`src/rtl/fetch_pkg.sv`:
```
// Shared state encoding and sizing helpers for the uCISC fetch front end.
package fetch_pkg;

  typedef enum logic [1:0] {IDLE, HI, LO, DRAIN} fetch_state_t;

  localparam int INSTR_WORDS = 2;

  function automatic int instr_width(input int word_width);
    return INSTR_WORDS * word_width;
  endfunction

  function automatic int level_width(input int depth);
    return $clog2(depth + 1);
  endfunction

endpackage

```
`src/rtl/fetch_unit_instr_queue.sv`:
```
// Shift-register FIFO for prefetched instructions.
// Entry 0 is always the head, so the head comes straight from a register.
module instr_queue
  import fetch_pkg::*;
#(
  parameter int WIDTH = 48,
  parameter int DEPTH = 2,
  localparam int CW = level_width(DEPTH)
) (
  input  logic             clock,
  input  logic             reset,
  input  logic             push,
  input  logic             pop,
  input  logic             flush,
  input  logic [WIDTH-1:0] push_data,
  output logic [WIDTH-1:0] head,
  output logic [CW-1:0]    count,
  output logic             full,
  output logic             empty
);

  localparam logic [CW-1:0] DEPTH_C = CW'(DEPTH);
  localparam logic [CW-1:0] ONE_C   = CW'(1);

  logic [WIDTH-1:0] slots      [DEPTH];
  logic [WIDTH-1:0] next_slots [DEPTH];
  logic             do_pop;
  logic             do_push;
  logic [CW-1:0]    wr_idx;
  logic [CW-1:0]    next_count;

  assign do_pop  = pop & ~empty;
  assign do_push = push & (~full | do_pop);
  assign wr_idx  = do_pop ? count - ONE_C : count;
  assign head    = slots[0];

  always_comb begin
    for (int i = 0; i < DEPTH; i++) begin
      next_slots[i] = slots[i];
    end
    if (do_pop) begin
      for (int i = 0; i < DEPTH - 1; i++) begin
        next_slots[i] = slots[i + 1];
      end
    end
    for (int i = 0; i < DEPTH; i++) begin
      if (do_push && (CW'(i) == wr_idx)) begin
        next_slots[i] = push_data;
      end
    end
  end

  always_comb begin
    next_count = count;
    if (do_push && !do_pop) begin
      next_count = count + ONE_C;
    end else if (do_pop && !do_push) begin
      next_count = count - ONE_C;
    end
  end

  // Flush only clears occupancy; stale storage keeps ir/ir_pc stable while invalid.
  always_ff @(posedge clock or posedge reset) begin
    if (reset) begin
      for (int i = 0; i < DEPTH; i++) begin
        slots[i] <= '0;
      end
      count <= '0;
      full  <= 1'b0;
      empty <= 1'b1;
    end else if (flush) begin
      count <= '0;
      full  <= 1'b0;
      empty <= 1'b1;
    end else begin
      for (int i = 0; i < DEPTH; i++) begin
        slots[i] <= next_slots[i];
      end
      count <= next_count;
      full  <= (next_count == DEPTH_C);
      empty <= (next_count == '0);
    end
  end

endmodule

```
`src/rtl/fetch_unit.sv`:
```
// Decoupled instruction fetch: two-word memory reads feed a prefetch queue that
// is handed to execute with valid/ready; a redirect flushes and restarts fetch.
module fetch_unit
  import fetch_pkg::*;
#(
  parameter int                    ADDR_WIDTH  = 16,
  parameter int                    WORD_WIDTH  = 16,
  parameter int                    QUEUE_DEPTH = 2,
  parameter logic [ADDR_WIDTH-1:0] RESET_PC    = '0,
  localparam int                   IW          = instr_width(WORD_WIDTH),
  localparam int                   LW          = level_width(QUEUE_DEPTH)
) (
  input  logic                  clock,
  input  logic                  reset,
  output logic                  mem_req,
  output logic [ADDR_WIDTH-1:0] mem_addr,
  input  logic                  mem_ack,
  input  logic [WORD_WIDTH-1:0] mem_data,
  input  logic                  redirect,
  input  logic [ADDR_WIDTH-1:0] redirect_pc,
  output logic                  ir_valid,
  output logic [IW-1:0]         ir,
  output logic [ADDR_WIDTH-1:0] ir_pc,
  input  logic                  ir_ready,
  output logic [LW-1:0]         level,
  output logic                  proto_err
);

  localparam int                    QW       = IW + ADDR_WIDTH;
  localparam logic [LW-1:0]         DEPTH_M1 = LW'(QUEUE_DEPTH - 1);
  localparam logic [ADDR_WIDTH-1:0] PC_ONE   = ADDR_WIDTH'(1);
  localparam logic [ADDR_WIDTH-1:0] PC_TWO   = ADDR_WIDTH'(2);

  fetch_state_t          state;
  logic [ADDR_WIDTH-1:0] fetch_pc;
  logic [WORD_WIDTH-1:0] hi_word;
  logic                  pop;
  logic                  push;
  logic                  q_full;
  logic                  q_empty;
  logic                  free_now;
  logic                  free_after_push;
  logic [QW-1:0]         q_head;

  assign pop  = ~q_empty & ir_ready & ~redirect;
  assign push = (state == LO) & mem_ack & ~redirect;

  // A new fetch may only start if the instruction it produces is guaranteed a slot.
  assign free_now        = ~q_full | pop;
  assign free_after_push = (level < DEPTH_M1) | pop;

  assign ir_valid = ~q_empty;
  assign ir       = q_head[QW-1:ADDR_WIDTH];
  assign ir_pc    = q_head[ADDR_WIDTH-1:0];

  instr_queue #(
    .WIDTH (QW),
    .DEPTH (QUEUE_DEPTH)
  ) u_queue (
    .clock     (clock),
    .reset     (reset),
    .push      (push),
    .pop       (pop),
    .flush     (redirect),
    .push_data ({hi_word, mem_data, fetch_pc}),
    .head      (q_head),
    .count     (level),
    .full      (q_full),
    .empty     (q_empty)
  );

  // In DRAIN, fetch_pc already holds the redirect target to resume from.
  always_ff @(posedge clock or posedge reset) begin
    if (reset) begin
      state     <= IDLE;
      mem_req   <= 1'b0;
      mem_addr  <= RESET_PC;
      fetch_pc  <= RESET_PC;
      hi_word   <= '0;
      proto_err <= 1'b0;
    end else begin
      if (mem_ack && !mem_req) begin
        proto_err <= 1'b1;
      end
      if (redirect) begin
        fetch_pc <= redirect_pc;
        if (mem_req && !mem_ack) begin
          state <= DRAIN;
        end else begin
          state   <= IDLE;
          mem_req <= 1'b0;
        end
      end else begin
        case (state)
          IDLE: begin
            if (free_now) begin
              mem_req  <= 1'b1;
              mem_addr <= fetch_pc;
              state    <= HI;
            end
          end
          HI: begin
            if (mem_ack) begin
              hi_word  <= mem_data;
              mem_addr <= fetch_pc + PC_ONE;
              state    <= LO;
            end
          end
          LO: begin
            if (mem_ack) begin
              fetch_pc <= fetch_pc + PC_TWO;
              if (free_after_push) begin
                mem_addr <= fetch_pc + PC_TWO;
                state    <= HI;
              end else begin
                mem_req <= 1'b0;
                state   <= IDLE;
              end
            end
          end
          DRAIN: begin
            if (mem_ack) begin
              mem_req <= 1'b0;
              state   <= IDLE;
            end
          end
          default: begin
            mem_req <= 1'b0;
            state   <= IDLE;
          end
        endcase
      end
    end
  end

endmodule

```
`config.mk`:
```
export PLATFORM = sky130hd
export DESIGN_NAME = fetch_unit
export DESIGN_NICKNAME = d
export VERILOG_FILES = /design/src/rtl/fetch_pkg.sv /design/src/rtl/fetch_unit_instr_queue.sv /design/src/rtl/fetch_unit.sv
export SDC_FILE = /design/constraint.sdc
export NUM_CORES = 1
export LEC_CHECK = 0
export CORE_MARGIN = 5
export CORE_UTILIZATION = 48
export DETAILED_ROUTE_END_ITERATION = 10
export MAX_ROUTING_LAYER = met4
export PLACE_DENSITY = 0.81
export SLEW_MARGIN = 10
export SYNTH_ARGS = -nofsm -noshare
export SYNTH_HDL_FRONTEND = slang
export SYNTH_SLANG_ARGS = --single-unit
export TNS_END_PERCENT = 20
```
`constraint.sdc`:
```
create_clock -name clock -period 7 [get_ports clock]
set_input_delay 1.4 -clock clock [delete_from_list [all_inputs] [get_ports clock]]
set_output_delay 1.4 -clock clock [all_outputs]
set_load 0.01 [all_outputs]
```
==> flow_metrics.tcl, run 1 <==
set metrics [dict create \
    outcome "complete, no violations" \
    p_switching_mw 1.22 \
    path_delay_family "buffers and inverters" \
    yosysSeqAreaShare_pct 49.5 \
    finalHoldViolCount 0 \
    fp-row-count 46 \
    reg2reg_depth 8 \
    root_buffer "clkbuf_16" \
    irDropWorstVdd_v 0.000232 \
    synth.top_cell.area_share_pct 49.2 \
    leakage_nw 3.77 \
    pin_count 106 \
    fin_crit_ns 4.11 \
    hold_path.class "reg -> reg" \
    cts_hold_buf 0 \
    vias 5405 \
    p_seq_share_pct 39.8 \
    synth-async-reset-ratio_pct 100 \
    hp-start "proto_err" \
    cts_sinks 152 \
    overflow 0 \
    r2r_slack_ns 3.49 \
    portBuffers 105 \
    place_area_sq_um 8330 \
    numCtsBuffers 17 \
    dp_hpwl_microns 11100 \
    regToRegEndpoint "u_queue.head[33]" \
    synth_nets 721 \
    crit_chain "clkdlybuf4s50_1 > buf_4 > nor3b_2 > nor4_1 > o21ai_4 > buf_4 > mux2_2" \
    synth_area_leaders "dfrtp_1 49%, mux2_2 9.5%, a221o_1 6.3%" \
    grt_pass1_vias 5496 \
    p_per_area_nw_per_um2 421 \
    criticalPathCategory "in -> reg" \
    post_drt_wl_per_cell_microns 18.4 \
    die-area_sq_um 18600 \
    rsz0062_at_grt "false" \
    clockPowerShare_pct 23.5 \
    worstPathArrival_ns 4.41 \
    max_cap_viol_count 0 \
    syn_inst 676 \
    startpoint_type "input port" \
    skew_ns 0.0133 \
    critPathRequiredTime_ns 7.30 \
    swShare_pct 32.7 \
    holdPathEnd "proto_err" \
    die_h_microns 137 \
    initial_core_util_pct 48.7 \
    worst_pin_slew_ns 0.963 \
    path_buf_inv 3 \
    num_antenna_cells 0 \
    clockBufferDepth 2 \
    intPower_mw 2.51 \
    die_w_microns 137 \
    yosysWarnings 0 \
    core-area_sq_um 15800 \
    cpMostUsedCell "buf_4" \
    final.period_utilization_pct 58.7 \
    crit_path_top_delay_cell "o21ai_4" \
    routabilityCongestion 0.901 \
    cts_tree "done" \
    via_per_inst 5.82 \
    setup_tns_ns 0 \
    finalCoreUtilization_pct 56.4 \
    h-tree-depth 4 \
    area_growth_pct 15.6 \
    final_net_count 745 \
    synth_cell_types 62 \
    drtAntennaViolNets 0 \
    ctsResizeCount 0 \
    synth_edf_count 0 \
    regToRegStartpoint "state[0]" \
    yosysTopAreaCell "dfrtp_1" \
    antenna_found_initial 0 \
    p_comb_share_pct 36.7 \
    whs_path_depth 1 \
    wl_microns 17100 \
    path_clk_slew_ns 0.06 \
    cp_max_fo 40 \
    finalMaxSlewViolations 0 \
    setup_viol 0 \
    clk-insertion-delay-late_ns 0.42 \
    relSlewSlack_pct 35.8 \
    track_usage_pct 19.9 \
    grt_max_degree 97 \
    drive_above_1_share_pct 15.8 \
    finalInstanceArea_sq_um 8890 \
    postCtsSetupBuffers 0 \
    synth_area_sq_um 7680 \
    drc 0 \
    dr.pass1.iters 5 \
    synthFlopType "dfrtp_1" \
    grt_pass1_wl_microns 28700 \
    ys_ff_latch 152 \
    fmax_mhz 243 \
    end_kind "flop" \
    drt_iter0_markers 610 \
    syn_avg_cell_area_sq_um 11.4 \
    max_stage_delay_ns 0.72 \
]
[metal layers]
metal | global-route usage (%) | up-vias | share of wire (%) | routed length [microns]
met5 | - | - | 0 | 0
met2 | 30.2 | 217 | 47 | 8060
met1 | 26.6 | 2690 | 44 | 7600
li1 | - | 2469 | - | -
met3 | 4.45 | 29 | 6.7 | 1150
met4 | 6.66 | 0 | 1.9 | 323
[sequential cells by signal, summed over array words and instances (netlist names)]
| register | flops |
|---|---|
| fetch_pc | 16 |
| mem_addr | 16 |
| u_queue.head | 48 |
| u_queue.full | 1 |
| u_queue.count | 2 |
| state | 2 |
| u_queue.slots | 48 |
| hi_word | 16 |
| u_queue.empty | 1 |
| proto_err | 1 |
| mem_req | 1 |
[how the worst max path moves through the flow]
stage          slack (ns)           endpoint     start  cells past startpoint
6_report             2.89  u_queue.slots[27]  redirect                      7
5_1_grt              2.69  u_queue.slots[27]  redirect                      7
4_1_cts              2.90  u_queue.slots[27]  redirect                      7
3_5_place_dp         2.48  u_queue.slots[40]  redirect                      7
3_3_place_gp         2.64  u_queue.slots[43]  redirect                      7
2_1_floorplan        1.51        fetch_pc[0]     reset                      1
[layout by cell type (no fill, tap or decap), drive strengths merged, types with 3 or more instances in the layout]
cell type / instances
nor2b: 3
nor3b: 49
clkinv: 7
a221o: 48
clkbuf: 24
a31oi: 3
xor2: 10
a211oi: 4
nor3: 12
nand3: 7
mux2: 65
a21o: 5
a21oi: 14
o21ai: 39
inv: 11
nand4: 6
o22ai: 4
ha: 8
or3: 5
buf: 5
nor4: 4
dfrtp: 151
xnor2: 10
and2: 5
nand2: 50
a221oi: 4
nor2: 22
o31ai: 6
clkdlybuf4s50: 105
or2: 3
[cell usage after synthesis, types with 2 or more instances]
library cell	instances
dfrtp_1	151
mux2_2	65
buf_4	58
a221o_1	48
nand2_1	48
nor3b_1	48
o21ai_0	37
nor2_1	22
buf_2	21
a21oi_1	14
buf_6	14
clkbuf_1	11
inv_1	11
nor3_1	10
xnor2_1	10
xor2_1	10
ha_1	8
nand3_1	6
o31ai_1	6
a21o_1	5
and2_1	5
or3_1	5
a211oi_1	4
a221oi_1	4
nand4_1	4
nor4_1	4
o22ai_1	4
a31oi_1	3
nor2b_1	3
nand2_2	2
o21ai_1	2
o32a_1	2
or2_2	2
[power by group through the flow]
stage	clock network (mW)	registers, mW	logic (mW)
4_1_cts	0.894	1.49	1.38
2_1_floorplan	0	1.41	1.03
3_5_place_dp	0	1.49	1.37
6_report	0.878	1.49	1.37
3_3_place_gp	0	1.47	1.32
5_1_grt	0.930	1.53	1.49
[cells by family (layout without fill, tap and decap cells)]
kind of cell / Yosys count / count (layout) / share of synthesized area (%)
xor gates and xnor gates: 20 / 20 / 2.28
DFF: 152 / 152 / 49.5
adders and majority gates: 8 / 8 / 1.30
and+or+nand+nor: 171 / 171 / 12.9
buffers and inverters: 117 / 154 / 10.3
muxes: 66 / 66 / 9.65
AOI/OAI and AO/OA: 142 / 142 / 14.1
[through the flow]
step	worst slack, ns	power, mW	instances	hold slack (ns)
finish	2.89	3.74	929	0.458
detailed placement	2.48	2.86	897	0.446
global placement	2.64	2.80	897	0.443
global route	2.69	3.95	929	0.478
CTS	2.90	3.76	929	0.464
floorplan	1.51	2.44	676	0.471
[area by class of cell]
type / count / area, sq um
Tap cell: 216 / 270
Multi-Input combinational cell: 407 / 3110
Sequential cell: 152 / 3800
Inverter: 12 / 50.0
Clock buffer: 24 / 462
Fill cell: 1295 / 6880
Clock inverter: 8 / 97.6
Timing Repair Buffer: 110 / 1090
No activity file was read; power rests on OpenSTA's default activity.
==> run 2: changes to the inputs <==
clock period = 4.2 ns   (was 7 ns; I/O delays follow)
==> flow_metrics.tcl, run 2 (synthesized netlist as in run 1, its figures left out) <==
set metrics [dict create \
    wl_microns 17200 \
    multiInputGateArea_sq_um 3110 \
    irDropWorstVdd_v 0.000354 \
    die_w_microns 137 \
    antenna_found_initial 0 \
    vias 5352 \
    fmax_mhz 318 \
    regToRegEndpoint "u_queue.head[13]" \
    max_cap_viol_count 0 \
    rsz0062_at_grt "false" \
    p_per_area_nw_per_um2 701 \
    via_per_inst 5.76 \
    finalCoreUtilization_pct 56.8 \
    nFillCells 1342 \
    place_inst 899 \
    die_h_microns 137 \
    h-tree-depth 4 \
    holdPathEnd "proto_err" \
    postCtsSetupBuffers 0 \
    portBuffers 105 \
    max_stage_delay_ns 0.56 \
    crit_path_top_delay_cell "ha_1" \
    grt_pass1_vias 5335 \
    final_cell_mix "151 x dfrtp_1, 105 x clkdlybuf4s50_1, 65 x mux2_2" \
    root_buffer "clkbuf_16" \
    end_kind "flop" \
    critPathRequiredTime_ns 4.51 \
    worst_pin_slew_ns 0.890 \
    dr.pass1.iters 7 \
    drc 0 \
    layout_commonest_cell "dfrtp_1" \
    setup_viol 0 \
    leakage_nw 3.80 \
    drt_iter0_markers 426 \
    routabilityCongestion 0.926 \
    final.period_utilization_pct 74.9 \
    cts_sinks 152 \
    cp_max_fo 96 \
    relSlewSlack_pct 40.6 \
    hold_path.class "reg -> reg" \
    path_clk_slew_ns 0.06 \
    track_usage_pct 19.6 \
    startpoint_type "flop" \
    criticalPathCategory "reg -> reg" \
    worstPathArrival_ns 3.45 \
    setup_tns_ns 0 \
    report.power.total_mw 6.28 \
    die-area_sq_um 18600 \
    regToRegStartpoint "state[0]" \
    initial_core_util_pct 48.7 \
    pre_cts_slack_ns 0.732 \
    regArea_sq_um 3800 \
    numCtsBuffers 17 \
    outcome "complete, no violations" \
    finalHoldViolCount 0 \
    path_buf_inv 2 \
    reg2reg_depth 8 \
    path_delay_family "simple AND/OR/NAND/NOR gates" \
    whs_path_depth 1 \
    cts_hold_buf 0 \
    grt_max_degree 97 \
    worst_slack_ns 1.06 \
    r2r_slack_ns 1.06 \
    cts_tree "done" \
    num_antenna_cells 0 \
    drtAntennaViolNets 0 \
    fin_crit_ns 3.14 \
    area_growth_pct 16.6 \
    drive_above_1_share_pct 16.5 \
    hp-start "proto_err" \
    final_net_count 747 \
    crit_chain "inv_1 > ha_1 > nand2_1 > nor2_1 > a21boi_4 > buf_12 > nor3b_1 > a221o_1" \
    core-area_sq_um 15800 \
    ctsResizeCount 0 \
    clockBufferDepth 2 \
    post_drt_wl_per_cell_microns 18.5 \
    dp_hpwl_microns 11200 \
    overflow 0 \
    grt_pass1_wl_microns 28000 \
    finalMaxSlewViolations 0 \
    fp-row-count 46 \
    crit_start "state[0]" \
    pin_count 106 \
    skew_ns 0.0122 \
    clk-insertion-delay-late_ns 0.43 \
    finalNonFillerCells 929 \
]
[run 2: power breakdown]
| part | switching (mW) | leakage (nW) | internal, mW |
|---|---|---|---|
| clock | 0.582 | 0.288 | 0.927 |
| combinational | 1.04 | 1.54 | 1.25 |
| sequential | 0.416 | 1.98 | 2.06 |
[run 2: layer usage]
layer | track usage [%] | vias to the layer above | wire [microns]
li1 | - | 2463 | -
met1 | 26.7 | 2683 | 7740
met2 | 29.5 | 178 | 8140
met3 | 3.64 | 28 | 929
met4 | 7.05 | 0 | 354
met5 | - | - | 0
[run 2: worst max-delay path by stage]
stage	end	cells past startpoint
floorplan	fetch_pc[0]	1
global placement	mem_addr[15]	6
detailed placement	mem_addr[15]	6
CTS	u_queue.head[41]	8
global route	u_queue.head[40]	8
finish	u_queue.head[13]	8
[run 2: area by class of cell]
type / count / share of cell area, %
flip-flops and latches: 152 / 42.5
clock buffers: 22 / 5.40
clock inverters: 8 / 1.08
well taps: 216 / 3.02
repair buffers: 112 / 12.7
inverters: 12 / 0.545
multi-input cells: 407 / 34.8
[run 2: stage by stage]
step,hold WS [ns],cell area (sq um)
after CTS,0.468,8960
after global placement,0.442,8380
after global routing,0.508,8960
after detailed placement,0.446,8380
after floorplan,0.471,7690
final,0.461,8960
[run 2: worst register-to-register path, stage by stage, from the launching register on]
cell,delay [ns]
dfrtp_1,0.43
inv_1,0.11
ha_1,0.56
nand2_1,0.35
nor2_1,0.49
a21boi_4,0.29
buf_12,0.32
nor3b_1,0.21
a221o_1,0.28
==> run 3: changes to the inputs <==
PLACE_DENSITY = 0.84   (was 0.81)
clock period = 2.5 ns   (was 4.2 ns; I/O delays follow)
==> flow_metrics.tcl, run 3 (synthesized netlist as in run 1, its figures left out) <==
set metrics [dict create \
    outcome "complete, no violations" \
    path_clk_slew_ns 0.06 \
    rsz0062_at_grt "false" \
    fmax_mhz 425 \
    pin_count 106 \
    hold_path.class "in -> async" \
    cts_hold_buf 0 \
    core-area_sq_um 15800 \
    p_per_area_nw_per_um2 1170 \
    multiInputGateArea_sq_um 3110 \
    finalMaxSlewViolations 0 \
    numCtsBuffers 17 \
    routabilityCongestion 0.924 \
    cts_sinks 152 \
    grt_pass1_wl_microns 29100 \
    die_w_microns 137 \
    postCtsSetupBuffers 0 \
    finalNonFillerCells 962 \
    p_comb_share_pct 37.1 \
    via_per_inst 5.72 \
    post_drt_wl_per_cell_microns 18.5 \
    drc 0 \
    cp_max_fo 9 \
    intPower_mw 7.48 \
    initial_core_util_pct 48.7 \
    worst_pin_slew_ns 0.516 \
    finalCoreUtilization_pct 59.5 \
    vias 5506 \
    layout_commonest_cell "dfrtp_1" \
    final_cell_mix "151 x dfrtp_1, 105 x clkdlybuf4s50_1, 65 x mux2_2" \
    startpoint_type "flop" \
    num_antenna_cells 0 \
    fp-row-count 46 \
    portBuffers 105 \
    cts_tree "done" \
    grt_max_degree 56 \
    p_switching_mw 3.53 \
    place_inst 930 \
    relSlewSlack_pct 65.5 \
    clockPowerShare_pct 24.9 \
    regToRegStartpoint "fetch_pc[1]" \
    leakage_nw 4.02 \
    track_usage_pct 20.5 \
    antenna_found_initial 0 \
    skew_ns 0.00902 \
    die-area_sq_um 18600 \
    drt_iter0_markers 393 \
    wl_microns 17800 \
    worstPathArrival_ns 2.71 \
    drtAntennaViolNets 0 \
    pre_cts_slack_ns -0.150 \
    nFillCells 1311 \
    end_kind "flop" \
    setup_viol 0 \
    finalHoldViolCount 0 \
    critPathRequiredTime_ns 2.86 \
    overflow 0 \
    clk-insertion-delay-late_ns 0.42 \
    root_buffer "clkbuf_16" \
    p_seq_share_pct 37.9 \
    fin_crit_ns 2.35 \
    max_cap_viol_count 0 \
    die_h_microns 137 \
    irDropWorstVdd_v 0.000547 \
    worst_slack_ns 0.147 \
    dp_hpwl_microns 12300 \
    clockBufferDepth 2 \
    ctsResizeCount 0 \
    crit_start "fetch_pc[1]" \
    drive_above_1_share_pct 20.2 \
    final_net_count 778 \
    h-tree-depth 4 \
    swShare_pct 32.0 \
    criticalPathCategory "reg -> reg" \
    final.period_utilization_pct 94.1 \
    dr.pass1.iters 5 \
    area_growth_pct 22.0 \
    regArea_sq_um 3800 \
    grt_pass1_vias 5493 \
]
run 3: final cells by class:
class                           count  area share [%]
Multi-Input combinational cell    407            33.2
Inverter                           12           0.520
Clock inverter                     11            1.80
Timing Repair Buffer              143            16.0
Tap cell                          216            2.88
Sequential cell                   152            40.6
Clock buffer                       21            5.02
run 3: per-layer routing:
| metal | up-vias | global-route usage (%) | part of all wire [%] |
|---|---|---|---|
| li1 | 2523 | - | - |
| met1 | 2738 | 26.6 | 43 |
| met2 | 219 | 31.8 | 49 |
| met3 | 26 | 4.89 | 6.8 |
| met4 | 0 | 7.11 | 1.6 |
| met5 | - | - | 0 |
run 3: metrics by stage:
stage	TNS (ns)	hold slack (ns)	instance area [sq um]	total power [mW]
2_1_floorplan	0	0.471	7690	6.84
3_3_place_gp	-2.28	0.449	8740	8.07
3_5_place_dp	-5.07	0.448	8740	8.25
4_1_cts	0	0.471	9380	11.1
5_1_grt	0	0.505	9380	11.6
6_report	0	0.469	9380	11.0
run 3: power by group through the flow:
stage	logic [mW]	registers, mW	clock network [mW]
after floorplan	2.88	3.96	0
after global placement	3.95	4.12	0
after detailed placement	4.07	4.18	0
after CTS	4.12	4.16	2.79
after global routing	4.42	4.29	2.92
final	4.09	4.17	2.74
run 3: worst paths after layout:
path | to | slack (ns) | cells after the start
worst max-delay path | mem_addr[15] | 0.15 | 6
worst min-delay path | u_queue.slots[4] | 0.47 | 2
worst max register to register | mem_addr[15] | 0.15 | 6
worst min register to register | proto_err | 0.47 | 1
max in group asynchronous | u_queue.empty | 1.46 | 3
min in group clock | proto_err | 0.47 | 1
run 3: critical path: stages (launching register included):
cell and delay, ns:
dfrtp_1 0.56, ha_1 0.39, nand2_2 0.17, or3_1 0.40, or4_1 0.41, a21oi_1 0.18
o32a_1 0.18
